--- src/rtl/sram_bist_ctrl_if.sv ---
// rtl/sram_bist_ctrl_if.sv - functional-side and SRAM-side port bundle for the March C- BIST mux.
// master: the BIST controller (consumes f_* and sram_q, drives sram_*); slave: the surrounding fabric.
interface sram_bist_if #(
  parameter int ADDR_DEPTH = 12,
  parameter int DATA_WIDTH = 8
) ();
  logic [3:0]              f_csn;
  logic                    f_w_en;
  logic                    f_r_en;
  logic [ADDR_DEPTH-1:0]   f_addr;
  logic [4*DATA_WIDTH-1:0] f_wdata;

  logic [3:0]              sram_csn;
  logic                    sram_w_en;
  logic                    sram_r_en;
  logic [ADDR_DEPTH-1:0]   sram_addr;
  logic [4*DATA_WIDTH-1:0] sram_wdata;
  logic [4*DATA_WIDTH-1:0] sram_q;

  modport master (
    input  f_csn, f_w_en, f_r_en, f_addr, f_wdata, sram_q,
    output sram_csn, sram_w_en, sram_r_en, sram_addr, sram_wdata
  );

  modport slave (
    output f_csn, f_w_en, f_r_en, f_addr, f_wdata, sram_q,
    input  sram_csn, sram_w_en, sram_r_en, sram_addr, sram_wdata
  );
endinterface

--- src/rtl/sram_bist_ctrl.sv ---
// rtl/sram_bist_ctrl.sv - March C- BIST controller owning the 4-bank SRAM port through a 2:1 mux.
// Optional first-failure capture (fail_addr/fail_bank/fail_elem) is built when BIST_FAIL_LOG_EN is defined.
module sram_bist_ctrl #(
  parameter int ADDR_DEPTH = 12,
  parameter int DATA_WIDTH = 8
) (
  input  logic                  hclk,
  input  logic                  hresetn,
  input  logic                  bist_start,
  output logic                  bist_busy,
  output logic                  bist_done,
  output logic                  bist_fail,
  output logic [ADDR_DEPTH-1:0] fail_addr,
  output logic [3:0]            fail_bank,
  output logic [2:0]            fail_elem,
  sram_bist_if.master           bus
);

  localparam int WORD_W = 4 * DATA_WIDTH;
  localparam logic [ADDR_DEPTH-1:0] ADDR_MAX = '1;
  localparam logic [ADDR_DEPTH-1:0] ADDR_ONE = {{(ADDR_DEPTH-1){1'b0}}, 1'b1};

  typedef enum logic [3:0] {
    IDLE, M0, M1, M2, M3, M4, M5, M5_CHK, DONE
  } state_t;

  state_t                state, state_d;
  logic [ADDR_DEPTH-1:0] addr, addr_d;
  logic                  phase, phase_d;
  logic                  chk_vld;

  logic                  m_w_en, m_r_en, m_wbg, cmp_en;
  logic                  el_up, el_rd_bg, el_wr_bg, el_last;
  logic [ADDR_DEPTH-1:0] el_nstart, addr_step;
  state_t                el_next;

  logic                  entering_m0;
  logic                  exp_bg, cmp_any;
  logic [3:0]            mism;

  // Direction, backgrounds and successor of each read-modify-write element (M1..M4).
  always_comb begin
    el_up     = 1'b1;
    el_rd_bg  = 1'b0;
    el_wr_bg  = 1'b0;
    el_nstart = '0;
    el_next   = IDLE;
    case (state)
      M1: begin el_wr_bg = 1'b1; el_next = M2; end
      M2: begin el_rd_bg = 1'b1; el_next = M3; el_nstart = ADDR_MAX; end
      M3: begin el_up = 1'b0; el_wr_bg = 1'b1; el_next = M4; el_nstart = ADDR_MAX; end
      M4: begin el_up = 1'b0; el_rd_bg = 1'b1; el_next = M5; end
      default: ;
    endcase
  end

  assign el_last   = el_up ? (addr == ADDR_MAX) : (addr == '0);
  assign addr_step = el_up ? (addr + ADDR_ONE) : (addr - ADDR_ONE);

  always_ff @(posedge hclk or negedge hresetn) begin
    if (!hresetn) begin
      state   <= IDLE;
      addr    <= '0;
      phase   <= 1'b0;
      chk_vld <= 1'b0;
    end else begin
      state   <= state_d;
      addr    <= addr_d;
      phase   <= phase_d;
      chk_vld <= (state == M5);
    end
  end

  always_comb begin
    state_d = state;
    addr_d  = addr;
    phase_d = phase;
    m_w_en  = 1'b0;
    m_r_en  = 1'b0;
    m_wbg   = 1'b0;
    cmp_en  = 1'b0;
    case (state)
      IDLE: begin
        if (bist_start) begin
          state_d = M0;
          addr_d  = '0;
          phase_d = 1'b0;
        end
      end
      M0: begin
        m_w_en = 1'b1;
        if (addr == ADDR_MAX) begin
          state_d = M1;
          addr_d  = '0;
        end else begin
          addr_d = addr + ADDR_ONE;
        end
      end
      M1, M2, M3, M4: begin
        if (!phase) begin
          m_r_en  = 1'b1;
          phase_d = 1'b1;
        end else begin
          // Read data from the previous cycle is checked while the new value is written.
          m_w_en  = 1'b1;
          m_wbg   = el_wr_bg;
          cmp_en  = 1'b1;
          phase_d = 1'b0;
          if (el_last) begin
            state_d = el_next;
            addr_d  = el_nstart;
          end else begin
            addr_d = addr_step;
          end
        end
      end
      M5: begin
        m_r_en = 1'b1;
        if (addr == ADDR_MAX) begin
          state_d = M5_CHK;
          addr_d  = '0;
        end else begin
          addr_d = addr + ADDR_ONE;
        end
      end
      M5_CHK: state_d = DONE;
      DONE: begin
        if (!bist_start) state_d = IDLE;
      end
      default: state_d = IDLE;
    endcase
  end

  assign bist_busy = (state != IDLE) && (state != DONE);
  assign bist_done = (state == DONE);

  assign bus.sram_csn   = bist_busy ? 4'b0000 : bus.f_csn;
  assign bus.sram_w_en  = bist_busy ? m_w_en : bus.f_w_en;
  assign bus.sram_r_en  = bist_busy ? m_r_en : bus.f_r_en;
  assign bus.sram_addr  = bist_busy ? addr : bus.f_addr;
  assign bus.sram_wdata = bist_busy ? {WORD_W{m_wbg}} : bus.f_wdata;

  // M5 compares are delayed by one cycle and always expect the all-zero background.
  assign entering_m0 = (state == IDLE) && bist_start;
  assign exp_bg      = cmp_en & el_rd_bg;
  assign cmp_any     = cmp_en | chk_vld;

  always_comb begin
    mism = '0;
    for (int b = 0; b < 4; b++) begin
      mism[b] = cmp_any && (|(bus.sram_q[b*DATA_WIDTH +: DATA_WIDTH] ^ {DATA_WIDTH{exp_bg}}));
    end
  end

  always_ff @(posedge hclk or negedge hresetn) begin
    if (!hresetn) begin
      bist_fail <= 1'b0;
    end else if (entering_m0) begin
      bist_fail <= 1'b0;
    end else if (|mism) begin
      bist_fail <= 1'b1;
    end
  end

`ifdef BIST_FAIL_LOG_EN
  logic [ADDR_DEPTH-1:0] chk_addr;
  logic [ADDR_DEPTH-1:0] cmp_addr;
  logic [2:0]            cmp_elem;
  logic [3:0]            st_raw;

  // M1..M4 encode as 2..5, so the element index is the state code minus one.
  assign st_raw   = state;
  assign cmp_addr = cmp_en ? addr : chk_addr;
  assign cmp_elem = cmp_en ? 3'(st_raw - 4'd1) : 3'd5;

  always_ff @(posedge hclk or negedge hresetn) begin
    if (!hresetn) begin
      chk_addr  <= '0;
      fail_addr <= '0;
      fail_bank <= '0;
      fail_elem <= '0;
    end else begin
      chk_addr <= addr;
      if (entering_m0) begin
        fail_addr <= '0;
        fail_bank <= '0;
        fail_elem <= '0;
      end else if ((|mism) && !bist_fail) begin
        fail_addr <= cmp_addr;
        fail_bank <= mism;
        fail_elem <= cmp_elem;
      end
    end
  end
`else
  assign fail_addr = '0;
  assign fail_bank = '0;
  assign fail_elem = '0;
`endif

endmodule

--- src/flat_wrapper.sv ---
// flat-port wrapper written by rule: the top's interface ports become plain ports
module sram_bist_ctrl_flat 
#(
  parameter int ADDR_DEPTH = 12,
  parameter int DATA_WIDTH = 8
)
  (hclk, hresetn, bist_start, bist_busy, bist_done, bist_fail, fail_addr, fail_bank, fail_elem, bus_f_csn, bus_f_w_en, bus_f_r_en, bus_f_addr, bus_f_wdata, bus_sram_q, bus_sram_csn, bus_sram_w_en, bus_sram_r_en, bus_sram_addr, bus_sram_wdata);
  sram_bist_if #(.ADDR_DEPTH(ADDR_DEPTH), .DATA_WIDTH(DATA_WIDTH)) bus_i ();
  input  logic hclk;
  input  logic hresetn;
  input  logic bist_start;
  output logic bist_busy;
  output logic bist_done;
  output logic bist_fail;
  output logic [ADDR_DEPTH-1:0] fail_addr;
  output logic [3:0] fail_bank;
  output logic [2:0] fail_elem;
  input wire logic [$bits(bus_i.f_csn)-1:0] bus_f_csn;
  input wire logic [$bits(bus_i.f_w_en)-1:0] bus_f_w_en;
  input wire logic [$bits(bus_i.f_r_en)-1:0] bus_f_r_en;
  input wire logic [$bits(bus_i.f_addr)-1:0] bus_f_addr;
  input wire logic [$bits(bus_i.f_wdata)-1:0] bus_f_wdata;
  input wire logic [$bits(bus_i.sram_q)-1:0] bus_sram_q;
  output wire logic [$bits(bus_i.sram_csn)-1:0] bus_sram_csn;
  output wire logic [$bits(bus_i.sram_w_en)-1:0] bus_sram_w_en;
  output wire logic [$bits(bus_i.sram_r_en)-1:0] bus_sram_r_en;
  output wire logic [$bits(bus_i.sram_addr)-1:0] bus_sram_addr;
  output wire logic [$bits(bus_i.sram_wdata)-1:0] bus_sram_wdata;
  assign bus_i.f_csn = bus_f_csn;
  assign bus_i.f_w_en = bus_f_w_en;
  assign bus_i.f_r_en = bus_f_r_en;
  assign bus_i.f_addr = bus_f_addr;
  assign bus_i.f_wdata = bus_f_wdata;
  assign bus_i.sram_q = bus_sram_q;
  assign bus_sram_csn = bus_i.sram_csn;
  assign bus_sram_w_en = bus_i.sram_w_en;
  assign bus_sram_r_en = bus_i.sram_r_en;
  assign bus_sram_addr = bus_i.sram_addr;
  assign bus_sram_wdata = bus_i.sram_wdata;
  sram_bist_ctrl #(.ADDR_DEPTH(ADDR_DEPTH), .DATA_WIDTH(DATA_WIDTH)) u_core (.hclk(hclk), .hresetn(hresetn), .bist_start(bist_start), .bist_busy(bist_busy), .bist_done(bist_done), .bist_fail(bist_fail), .fail_addr(fail_addr), .fail_bank(fail_bank), .fail_elem(fail_elem), .bus(bus_i));
endmodule
--- config.mk ---
export PLATFORM = sky130hd
export DESIGN_NAME = sram_bist_ctrl_flat
export DESIGN_NICKNAME = d
export VERILOG_FILES = /design/src/rtl/sram_bist_ctrl_if.sv /design/src/rtl/sram_bist_ctrl.sv /design/src/flat_wrapper.sv
export SDC_FILE = /design/constraint.sdc
export NUM_CORES = 1
export LEC_CHECK = 0
export CORE_MARGIN = 1
export CORE_UTILIZATION = 39
export CTS_BUF_LIST = sky130_fd_sc_hd__clkbuf_8
export CTS_CLUSTER_SIZE = 14
export DETAILED_ROUTE_END_ITERATION = 8
export PLACE_DENSITY = 0.92
export SLEW_MARGIN = 20
export SYNTH_ARGS = -nofsm -noshare
export SYNTH_HDL_FRONTEND = slang
export SYNTH_SLANG_ARGS = --single-unit
--- constraint.sdc ---
create_clock -name hclk -period 2.7 [get_ports hclk]
set_clock_uncertainty 0.1 [all_clocks]
set_input_delay 0.54 -clock hclk [delete_from_list [all_inputs] [get_ports hclk]]
set_output_delay 0.54 -clock hclk [all_outputs]
set_load 0.02 [all_outputs]
==> impl_metrics.env, run 1 <==
export IMPL_antenna_left=0
export IMPL_finalCritPeriodShare_pct=95.7
export IMPL_dr_pass1_iters=5
export IMPL_setup_violations=0
export IMPL_relSlewSlack_pct=64.4
export IMPL_syn_area_sq_mm=0.00257
export IMPL_whs_ns=0.515
export IMPL_yosys_cell_types_count=58
export IMPL_synth_area_top_cells="dfrtp_1 19%, a21o_1 11%, nand2_1 6.6%, buf_4 5.8%, o21ai_0 4.9%"
export IMPL_ff2ff_path_depth=7
export IMPL_power_switching_w=0.00237
export IMPL_initial_core_util_pct=40.4
export IMPL_power_w=0.00428
export IMPL_p_comb_share_pct=82.5
export IMPL_antenna_found_initial=0
export IMPL_area_growth_pct=53.0
export IMPL_hold_viol=0
export IMPL_regToRegEndpoint="u_core.state[0]"
export IMPL_viasPerCell=5.87
export IMPL_cp_arrival_ns=1.94
export IMPL_io_pins=157
export IMPL_syn_avg_cell_area_sq_um=7.11
export IMPL_post_drt_wl_per_cell_um=16.9
export IMPL_setup_slack_ns=0.115
export IMPL_hold_class="in -> async"
export IMPL_ys_flop_type="dfrtp_1"
export IMPL_drive_gt1_share_pct=17.8
export IMPL_ys_async_sr_fraction_pct=100
export IMPL_switching_share_pct=55.3
export IMPL_max_stage_delay_ns=0.40
export IMPL_status="complete, no violations"
export IMPL_worstSetupEndpointType="primary output"
export IMPL_n_antenna_cell=0
export IMPL_grt_max_degree=44
export IMPL_gp_congestion=0.929
export IMPL_reg2reg_from="u_core.addr[0]"
export IMPL_grt_pass1_vias=3123
export IMPL_synth_commonest_cells="45 x nand2_1, 36 x a21o_1, 28 x nor2_1"
export IMPL_drv_cap=0
export IMPL_die_y_um=83.1
export IMPL_wl_mm=9.66
export IMPL_crit_type="reg -> out"
export IMPL_fp_dieW_um=83.1
export IMPL_clk_pin_slew_ns=0.09
export IMPL_drc=0
export IMPL_cp_slowest_cell="dfrtp_1"
export IMPL_worst_pin_slew_ns=0.532
export IMPL_start_kind="flip-flop"
export IMPL_synth_largest_area_cell="dfrtp_1"
export IMPL_p_per_area_mw_per_mm2=1090
export IMPL_nets=584
export IMPL_critical_path_required_ns=2.06
export IMPL_irDropWorstVdd_v=0.000797
export IMPL_dpl_worst_slack_ns=0.115
export IMPL_dieArea_sq_mm=0.00691
export IMPL_portBuffers=137
export IMPL_yosysMostFrequentCell="nand2_1"
export IMPL_clockBufferDepth=2
export IMPL_row_count=29
export IMPL_hpwlAfterDp_mm=7.60
export IMPL_grt_first_pass_wirelength_mm=15.5
export IMPL_p_int_w=0.00191
export IMPL_grt_overflow=0
export IMPL_cts_sinks=19
export IMPL_seq_area_frac_synth_pct=18.5
export IMPL_crit_top_cell="buf_4"
export IMPL_seqPwrFrac_pct=12.5
export IMPL_insertion_delay_ns=0.27
export IMPL_synth_edf_count=0
export IMPL_crit_fanout=43
export IMPL_ff2ff_setup_slack_ns=0.18
export IMPL_syn_inst=361
export IMPL_yosys_register_bits=19
export IMPL_crit_chain="buf_4, nor3_4, buf_4, buf_12, a21o_1, clkdlybuf4s15_1"
export IMPL_cts_made_buffers=3
export IMPL_drt_iter0_drc=450
export IMPL_period_needed_ns=2.58
export IMPL_p_leak_nw=1.91
export IMPL_h_tree_depth=1
export IMPL_max_freq_mhz=387
export IMPL_coreArea_sq_mm=0.00635
export IMPL_fin_tns_setup_ns=0
export IMPL_vias=3355
export IMPL_drv_slew=0
export IMPL_clockPowerShare_pct=5.0
export IMPL_rsz0062_at_grt="false"
export IMPL_cts_root_buffer="clkbuf_8"
export IMPL_cts_tree="yes"
export IMPL_synth_top_cell_area_share_pct=18.5
export IMPL_yosys_warnings=0
export IMPL_cts_hold_fix_buffers=0
export IMPL_grtUsageTotal_pct=27.2
## cell usage in the layout (no fill, tap or decap), drive strengths merged, types with 4 or more instances in the layout
master and count:
clkdlybuf4s50 85, nor4 18, dlymetal6s2s 5, dfrtp 19, o21ai 26, a21o 36, inv 4, nor2 29
xnor2 9, dlygate4sd2 8, nand2b 5, nor3 11, nand3 5, o22ai 4, o311ai 4, nand2 45
buf 28, a21oi 17, clkbuf 39, conb 19, and2 6, nand4 15
## layer usage
layer | share of wire, % | GRT usage (%) | routed length (um)
met1 | 38 | 34.2 | 3670
met2 | 50 | 46.1 | 4840
met3 | 9.4 | 5.27 | 912
met4 | 2.6 | 10.0 | 247
met5 | 0 | 0 | 0
## kinds of logic (layout without fill, tap and decap cells)
logic type | count (synthesis) | after routing | share of synthesized area (%)
other cells | 1 | 19 | 0.146
flops | 19 | 19 | 18.5
mux | 6 | 6 | 2.63
xor+xnor | 12 | 12 | 4.09
fa+ha+maj | 3 | 3 | 1.46
buf+inv | 59 | 175 | 12.5
simple gates | 155 | 155 | 33.1
compound gates | 106 | 106 | 27.5
## sequential cells by signal, summed over array words and instances (netlist names)
register,flops
u_core.addr,12
u_core.state,4
u_core.bist_fail,1
u_core.chk_vld,1
u_core.phase,1
## how the worst max path moves through the flow
stage | end | from | cells past startpoint
floorplan | bus_sram_addr[0] | u_core.state[1] | 7
global placement | bus_sram_wdata[6] | u_core.state[1] | 6
detailed placement | bus_sram_wdata[6] | u_core.state[1] | 6
CTS | bist_busy | u_core.state[1] | 5
global route | bus_sram_addr[5] | u_core.state[1] | 7
finish | bus_sram_wdata[15] | u_core.state[1] | 6
## per-stage QoR
| step | cells | utilization, % | instance area (sq um) |
|---|---|---|---|
| final | 572 | 61.9 | 3930 |
| after detailed placement | 566 | 63.5 | 4040 |
| after CTS | 571 | 63.5 | 4030 |
| after global routing | 572 | 61.9 | 3930 |
| after global placement | 566 | 63.5 | 4040 |
| after floorplan | 379 | - | 2640 |
## worst max-delay path, delay by kind of cell (launching register included)
family          cells  cell delay [ns]
simple gates        1             0.22
flops               1             0.40
compound gates      1             0.14
buf+inv             4             0.91
## cell type report
cell class / instances / area, sq um
clock buffer: 3 / 41.3
clock inverter: 1 / 5.00
fill: 540 / 2420
inverter: 5 / 22.5
multi-input combinational: 301 / 1850
sequential: 19 / 475
tap: 77 / 96.3
timing repair buffer: 165 / 1430
timing repair inverter: 1 / 7.51
## what timing repair did
item                       in CTS  in global routing
setup buffers                   1                  0
resized for setup              48                 86
setup endpoints to repair      48                 46
gates cloned                    0                  1
## power by group through the flow
stage / Clock (W) / Sequential [W] / Combinational (W)
floorplan: 0 / 0.000430 / 0.00234
global placement: 0 / 0.000520 / 0.00370
detailed placement: 0 / 0.000526 / 0.00379
CTS: 0.000213 / 0.000520 / 0.00354
global route: 0.000227 / 0.000551 / 0.00376
finish: 0.000215 / 0.000536 / 0.00353
Power figures use the tool's default switching activity.
==> run 2: changes to the inputs <==
==> constraint.sdc (replaced) <==
create_clock -name hclk -period 2.7 [get_ports hclk]
set_clock_uncertainty 0.1 [all_clocks]
set_input_delay 0.405 -clock hclk [delete_from_list [all_inputs] [get_ports hclk]]
set_output_delay 0.405 -clock hclk [all_outputs]
set_load 0.02 [all_outputs]
==> run 2 against run 1 <==
- clock-buffer cell count unchanged
- sequential share of layout area down 0.33 points
- sequential power rose by 5.6%
- register-to-register slack got worse by 0.06 ns
- wire length down 2.6%
- worst hold slack got worse by 0.13 ns
- clock power barely moved
- cell area increased by 2.8%
==> impl_metrics.env, run 2 (same netlist as run 1, synthesis figures left out) <==
export IMPL_gp_congestion=0.961
export IMPL_grt_overflow=0
export IMPL_h_tree_depth=1
export IMPL_hold_viol=0
export IMPL_max_freq_mhz=384
export IMPL_fp_dieW_um=83.1
export IMPL_largest_reg_flops=12
export IMPL_crit_type="reg -> out"
export IMPL_hold_class="in -> async"
export IMPL_grt_pass1_vias=3077
export IMPL_finalCritPeriodShare_pct=96.3
export IMPL_final_util_pct=63.6
export IMPL_start_kind="flip-flop"
export IMPL_io_pins=157
export IMPL_crit_fanout=12
export IMPL_antenna_found_initial=0
export IMPL_n_antenna_cell=0
export IMPL_nFillCells=494
export IMPL_area_growth_pct=57.3
export IMPL_cts_setup_buffers=0
export IMPL_multi_input_area_sq_mm=0.00185
export IMPL_cts_tree="yes"
export IMPL_fin_tns_setup_ns=0
export IMPL_ff2ff_setup_slack_ns=0.12
export IMPL_coreArea_sq_mm=0.00635
export IMPL_post_drt_wl_per_cell_um=16.7
export IMPL_portBuffers=137
export IMPL_drt_iter0_drc=352
export IMPL_drv_cap=0
export IMPL_largest_register="u_core.addr"
export IMPL_nets=577
export IMPL_drv_slew=0
export IMPL_cts_hold_fix_buffers=0
export IMPL_clk_pin_slew_ns=0.09
export IMPL_antenna_left=0
export IMPL_initial_core_util_pct=40.4
export IMPL_dr_pass1_iters=5
export IMPL_status="complete, no violations"
export IMPL_viasPerCell=5.83
export IMPL_wl_mm=9.41
export IMPL_regToRegEndpoint="u_core.addr[5]"
export IMPL_reg2reg_from="u_core.state[2]"
export IMPL_worstSetupEndpointType="primary output"
export IMPL_cts_root_buffer="clkbuf_8"
export IMPL_ff2ff_path_depth=6
export IMPL_cts_sinks=19
export IMPL_largestRegisters="u_core.addr: 12 flops, u_core.state: 4 flops"
export IMPL_dieArea_sq_mm=0.00691
export IMPL_rsz0062_at_grt="false"
export IMPL_worst_pin_slew_ns=0.517
export IMPL_layout_common_cells="100 x clkdlybuf4s50_1, 45 x nand2_1, 36 x a21o_1, 27 x nor2_1, 27 x dlygate4sd2_1"
export IMPL_p_leak_nw=2.00
export IMPL_grt_max_degree=34
export IMPL_critical_path_required_ns=2.19
export IMPL_crit_start="u_core.state[1]"
export IMPL_clockBufferDepth=2
export IMPL_row_count=29
export IMPL_layout_commonest_cell="clkdlybuf4s50_1"
export IMPL_p_per_area_mw_per_mm2=1080
export IMPL_period_needed_ns=2.60
export IMPL_drc=0
export IMPL_design_area_sq_mm=0.00404
export IMPL_setup_violations=0
export IMPL_insertion_delay_ns=0.26
export IMPL_irDropWorstVdd_v=0.000733
export IMPL_drive_gt1_share_pct=8.81
export IMPL_place_area_sq_mm=0.00399
export IMPL_die_y_um=83.1
export IMPL_cp_arrival_ns=2.10
export IMPL_cts_made_buffers=3
export IMPL_grtUsageTotal_pct=26.8
export IMPL_final_seq_area_sq_um=475
export IMPL_grt_first_pass_wirelength_mm=15.3
export IMPL_hpwlAfterDp_mm=7.56
export IMPL_vias=3293
export IMPL_relSlewSlack_pct=65.2
## run 2: worst max-delay path, stage by stage (launching register included)
cell,delay [ns]
dfrtp_1,0.47
buf_4,0.20
buf_4,0.18
nor2_1,0.15
a21oi_1,0.06
o21ai_0,0.15
clkdlybuf4s50_1,0.64
## run 2: layout make-up
cell class,instances,area share (%)
tap,77,2.39
clock buffer,3,1.02
multi-input combinational,301,45.8
timing repair buffer,159,38.4
inverter,5,0.465
sequential,19,11.8
clock inverter,1,0.0929
## run 2: per-layer routing
layer	global-route usage, %	vias to the layer above	part of all wire (%)
met5	0	-	0
met4	9.72	0	3.0
met3	4.67	26	8.1
met2	46.3	206	50
met1	33.3	1535	39
li1	-	1526	-
## run 2: how the worst max path moves through the flow
stage	cells after the start	to
global route	6	bus_sram_r_en
CTS	7	bus_sram_wdata[27]
finish	6	bus_sram_r_en
floorplan	7	bus_sram_addr[0]
global placement	5	bus_sram_addr[0]
detailed placement	5	bus_sram_addr[0]
## run 2: power breakdown
| group | internal, W | switching, W |
|---|---|---|
| logic | 0.00155 | 0.00205 |
| clock network | 0.000101 | 0.000111 |
| registers | 0.000377 | 0.000189 |
| total | 0.00202 | 0.00235 |
## run 2: what timing repair did
action                                  in CTS  in global routing
gates resized for setup                     28                 13
cloned                                       0                  0
endpoints found under the setup margin      28                 18
## run 2: metrics by stage
stage	instances	power (W)	hold slack (ns)	setup WS (ns)
6_report	565	0.00437	0.385	0.0987
5_1_grt	565	0.00463	0.415	0.00749
4_1_cts	565	0.00434	0.399	0.000214
3_5_place_dp	561	0.00429	0.438	0.182
3_3_place_gp	561	0.00424	0.417	0.129
2_1_floorplan	379	0.00277	0.00941	0.390
